## src/rtl/operand_fetch.sv

```systemverilog
// operand_fetch: register file with same-cycle writeback bypass feeding a registered op1/op2 stage.
// Optional combinational debug read port is enabled by defining OPFETCH_DEBUG_PORT_EN.
module operand_fetch #(
  parameter int NREGS = 32,
  parameter int AW    = 5,
  parameter int DW    = 32
) (
  input  logic          clk_i,
  input  logic          rst_i,
  input  logic          rd_en_i,
  input  logic          stall_i,
  input  logic [AW-1:0] rs_i,
  input  logic [AW-1:0] rt_i,
  input  logic          imm_sel_i,
  input  logic [15:0]   imm_i,
  input  logic          imm_zext_i,
  input  logic          we_i,
  input  logic [AW-1:0] wa_i,
  input  logic [DW-1:0] wd_i,
  output logic [DW-1:0] op1_o,
  output logic [DW-1:0] op2_o,
`ifdef OPFETCH_DEBUG_PORT_EN
  input  logic [AW-1:0] dbg_addr_i,
  output logic [DW-1:0] dbg_data_o,
`endif
  output logic          op_valid_o
);

  typedef enum logic {
    ST_IDLE  = 1'b0,
    ST_VALID = 1'b1
  } state_e;

  logic [DW-1:0] rf_q [NREGS];
  logic [DW-1:0] op1_q, op1_d;
  logic [DW-1:0] op2_q, op2_d;
  logic [DW-1:0] rs_val_s;
  logic [DW-1:0] rt_val_s;
  state_e        state_q;

  function automatic logic [DW-1:0] ext_imm(input logic [15:0] imm, input logic zext);
    return zext ? {{(DW-16){1'b0}}, imm} : {{(DW-16){imm[15]}}, imm};
  endfunction

  // Register file write port; entry 0 is never written so it stays zero.
  always_ff @(posedge clk_i) begin
    if (rst_i) begin
      for (int i = 0; i < NREGS; i++) begin
        rf_q[i] <= '0;
      end
    end else if (we_i && (wa_i != '0)) begin
      rf_q[wa_i] <= wd_i;
    end
  end

  // Source reads with writeback bypass; address 0 reads zero and is never bypassed.
  always_comb begin
    rs_val_s = '0;
    rt_val_s = '0;
    if (rs_i == '0) begin
      rs_val_s = '0;
    end else if (we_i && (wa_i == rs_i)) begin
      rs_val_s = wd_i;
    end else begin
      rs_val_s = rf_q[rs_i];
    end
    if (rt_i == '0) begin
      rt_val_s = '0;
    end else if (we_i && (wa_i == rt_i)) begin
      rt_val_s = wd_i;
    end else begin
      rt_val_s = rf_q[rt_i];
    end
  end

  // Operand select: B is either the immediate or the bypassed register value.
  always_comb begin
    op1_d = rs_val_s;
    op2_d = rt_val_s;
    if (imm_sel_i) begin
      op2_d = ext_imm(imm_i, imm_zext_i);
    end else begin
      op2_d = rt_val_s;
    end
  end

  // Output pipeline register; stall freezes operands and the valid state.
  always_ff @(posedge clk_i) begin
    if (rst_i) begin
      op1_q   <= '0;
      op2_q   <= '0;
      state_q <= ST_IDLE;
    end else if (!stall_i) begin
      case (state_q)
        ST_IDLE, ST_VALID: begin
          if (rd_en_i) begin
            op1_q   <= op1_d;
            op2_q   <= op2_d;
            state_q <= ST_VALID;
          end else begin
            state_q <= ST_IDLE;
          end
        end
        default: begin
          state_q <= ST_IDLE;
        end
      endcase
    end
  end

  assign op1_o      = op1_q;
  assign op2_o      = op2_q;
  assign op_valid_o = (state_q == ST_VALID);

`ifdef OPFETCH_DEBUG_PORT_EN
  assign dbg_data_o = (dbg_addr_i == '0) ? '0 : rf_q[dbg_addr_i];
`endif

endmodule

```

## config.mk

```make
export PLATFORM = sky130hd
export DESIGN_NAME = operand_fetch
export DESIGN_NICKNAME = d
export VERILOG_FILES = /design/src/rtl/operand_fetch.sv
export SDC_FILE = /design/constraint.sdc
export NUM_CORES = 2
export LEC_CHECK = 0
export BUFFER_PORTS_ARGS = -buffer_cell sky130_fd_sc_hd__clkbuf_2
export CAP_MARGIN = 5
export CORE_AREA = 5 5 308 310
export CTS_CLUSTER_SIZE = 40
export DETAILED_ROUTE_END_ITERATION = 16
export DIE_AREA = 0 0 313 315
export PLACE_DENSITY = 0.8
export SLEW_MARGIN = 40
export SYNTH_ARGS = -nofsm -noshare
export SYNTH_HDL_FRONTEND = slang
export SYNTH_SLANG_ARGS = --single-unit
```

## constraint.sdc

```tcl
create_clock -name clk_i -period 3.33 [get_ports clk_i]
set_clock_uncertainty 0.05 [all_clocks]
set_input_delay 0.1665 -clock clk_i [delete_from_list [all_inputs] [get_ports clk_i]]
set_output_delay 0.1665 -clock clk_i [all_outputs]
set_load 0.01 [all_outputs]
```

==> out/qor.txt <==
================================================================================
Mean cell area of the mapped netlist                                    15.2 um2
DIE AREA                                                              98,600 um2
#FFs+latches synth                                                         1,089
Area grow syn2layout                                                       11.6%
Adder-cell share of the synthesized area                                      0%
Cell taking the most area after synthesis                               edfxtp_1
Leakage                                                                  22.6 nW
Endpoint of the most critical register-to-register path                op2_o[16]
Classification of the worst-slack hold path                               in2reg
Number of synthesized flops with an enable pin                             1,024
Worst-Skew Late Latency                                                   710 ps
DRC violation count after routing                                              0
Number of synthesis warnings                                                   0
Simple-gate portion of the synthesized area                                13.0%
Finished Core Util                                                         70.1%
Maximum number of pins on one net before global-route repair                 101
Register cell area after layout                                       32,100 um2
Maximum operating frequency                                            0.388 GHz
Pre-CTS setup slack                                                       424 ps
FF-to-FF Start                                                       rf_q[5][16]
Most frequent cell after synthesis                                      edfxtp_1
Final instance count without filler cells                                  5,124
Routed wire length                                                    190,000 um
Count of cells along the worst register-to-register path                       4
Share of synthesized area occupied by flip-flops and latches               55.8%
Final-stage net count                                                      3,891
Final cycle utilization of the critical path                               77.3%
First-pass GRT wire length                                            270,000 um
Number of standard cells after synthesis                                   3,773
Worst voltage drop across the vdd grid                                    416 uV
Bufs on Longest Clock Path                                                     3
Clock root buffer master                                               clkbuf_16
Sort of element at the start of the critical path                     input port
CP endpoint kind                                                       flip-flop
Setup Total Neg Slack                                                       0 ps
Main combinational cell family by area after synthesis              multiplexers
Compound-gate portion of the synthesized area                              5.01%
Cell types with the largest area share after synthesis              edfxtp_1 54%, mux4_2 19%, and2_1 11%
Remaining global-route overflow                                                0
Maximum Capacitance Violations                                                 0
Xor-xnor portion of the synthesized cell area                             0.153%
Leading register cell type out of synthesis                             edfxtp_1
Power after layout                                                       33.2 mW
Hold Path Sink                                                       rf_q[0][31]
Routed wirelength normalized by instance count                           37.2 um
Transition time at the pin with the least slew margin                     974 ps
Total global routing track utilization                                     38.5%
Min-Delay Path Depth                                                           2
Routability congestion estimate                                            0.882
Final period demand of the worst path                                    2580 ps
WP data required                                                         3870 ps
Unique masters post-synth                                                     50
Multi-input gate area in the final layout                             24,000 um2
Detailed placement HPWL                                               106,000 um
Hold Fails Final Rpt                                                           0
Core Box Area                                                         91,400 um2
Proportion of synthesized area in mux cells                                22.8%
Number of top-level pins                                                     135
Standard-cell row count                                                      111
Via density per instance                                                    7.52
Post-cts gate resize count                                                     0
Layout cell share with drive strength beyond 1                             27.2%
Min Hold Slack                                                           68.4 ps
Worst relative slew slack                                                  35.1%
Area post-placement                                                   60,000 um2
Via Count                                                                 38,500
Vias in the first global route                                            38,000
Setup violation total in the final timing report                               0
1st-pass router iterations                                                     9
Power density over the cells                                          519 nW/um2
Cell count after placement                                                 4,873
Critical path type                                                        in2reg
Async SR Flop Fraction                                                        0%
Synth top area share                                                       53.6%
Area of all placed cells without fillers                              64,100 um2
Antenna violations before repair                                              13
Violation count after the first detailed-route iteration                   7,471
Initial cell density of the core                                           62.8%
Number of routed nets with antenna violations                                  0
Floorplan die height                                                      315 um
Area of the mapped netlist                                            57,400 um2
H-tree lvl count                                                               3
Number of pins exceeding their max-slew limit in the final report              0
Startpoint of the most critical hold path                                  rst_i
Top cells by count, synth                                           1,024 x edfxtp_1, 993 x and2_1, 495 x mux4_2, 300 x clkbuf_1, 193 x mux2i_1
Result of the run                                                   complete, no violations
RSZ-0062 raised after global routing                                          no
Total of buffers placed on input and output ports                            134
Count of filler cells inserted in the layout                               5,802
Clock-pin slew on the worst setup and hold paths                           60 ps
Min setup slack post-route                                                755 ps
Critical-path maximum fanout                                                  61
Worst Path Arrival                                                       3120 ps
Total clock sinks                                                          1,089
Clock tree from TritonCTS                                                   done
Number of buffers added by the clock tree synthesis step                     113
Chip Width                                                                313 um
Flop2flop setup slack                                                    1160 ps
================================================================================
## area by class of cell
class,instances,share of cell area [%]
Tap cell,1186,2.32
Sequential cell,1089,50.0
Clock buffer,159,5.00
Antenna cell,18,0.0703
Multi-Input combinational cell,2307,37.4
Timing Repair Buffer,307,4.13
Inverter,3,0.0176
Clock inverter,55,1.03
## layer usage
layer | track usage [%] | wire, um
met1 | 51.0 | 62000
met2 | 56.9 | 84400
met3 | 14.9 | 32800
met4 | 18.5 | 11300
met5 | 0 | 0
## critical path, cell delays in order
cell and delay [ps]:
dlygate4sd3_1 550, buf_6 330, buf_4 450, nor2b_4 300, buf_12 380, a221oi_1 210
a22oi_1 250, a21boi_1 130, o31a_1 280
## placed cells by master, fill, tap and decap left out, types with 19 or more instances in the layout
cell	synthesis	layout
buf_4	7	112
o21ai_0	28	28
a21boi_1	32	32
nand3_1	34	34
dfxtp_1	65	65
nor2_1	84	51
nand2b_1	65	65
edfxtp_1	1024	1024
mux2i_1	193	193
a221oi_1	86	86
conb_1	1	32
a221oi_2	25	25
clkbuf_16	0	116
buf_12	0	46
dlygate4sd3_1	0	19
clkbuf_1	300	29
a22oi_1	64	64
and2_1	993	992
clkbuf_2	1	125
mux4_2	495	495
nor2_4	0	33
o21ai_1	22	20
clkinv_2	0	25
or2_2	31	28
## state kept, by name (all words and copies together), names as in the netlist
name,cells
op1_o,32
op2_o,32
op_valid_o,1
rf_q,1024
## what timing repair did
action	CTS	global route
hold endpoints to repair	18	0
buffers inserted	0	0
hold buffers	19	0
## worst max path at each step
stage          slack (ps)     endpoint    start
2_1_floorplan        1180    op1_o[10]  rs_i[0]
3_3_place_gp          480  rf_q[30][8]     we_i
3_5_place_dp          420  rf_q[30][8]     we_i
4_1_cts               890    op2_o[14]  rt_i[1]
5_1_grt               710    op2_o[12]  rt_i[1]
6_report              750    op2_o[12]  rt_i[1]
## report_power, final
part | internal, mW | switching (mW) | total [mW]
Sequential | 15.7 | 0.457 | 16.2
Combinational | 1.67 | 2.16 | 3.83
Clock | 7.72 | 5.48 | 13.2
## kinds of logic after synthesis
logic type,count (synthesis)
AND/OR/NAND/NOR,1230
flip-flops,1089
multiplexers,689
buffers and inverters,408
AO/OA/AOI/OAI,346
XOR/XNOR,10
other,1
Power figures use the tool's default switching activity.
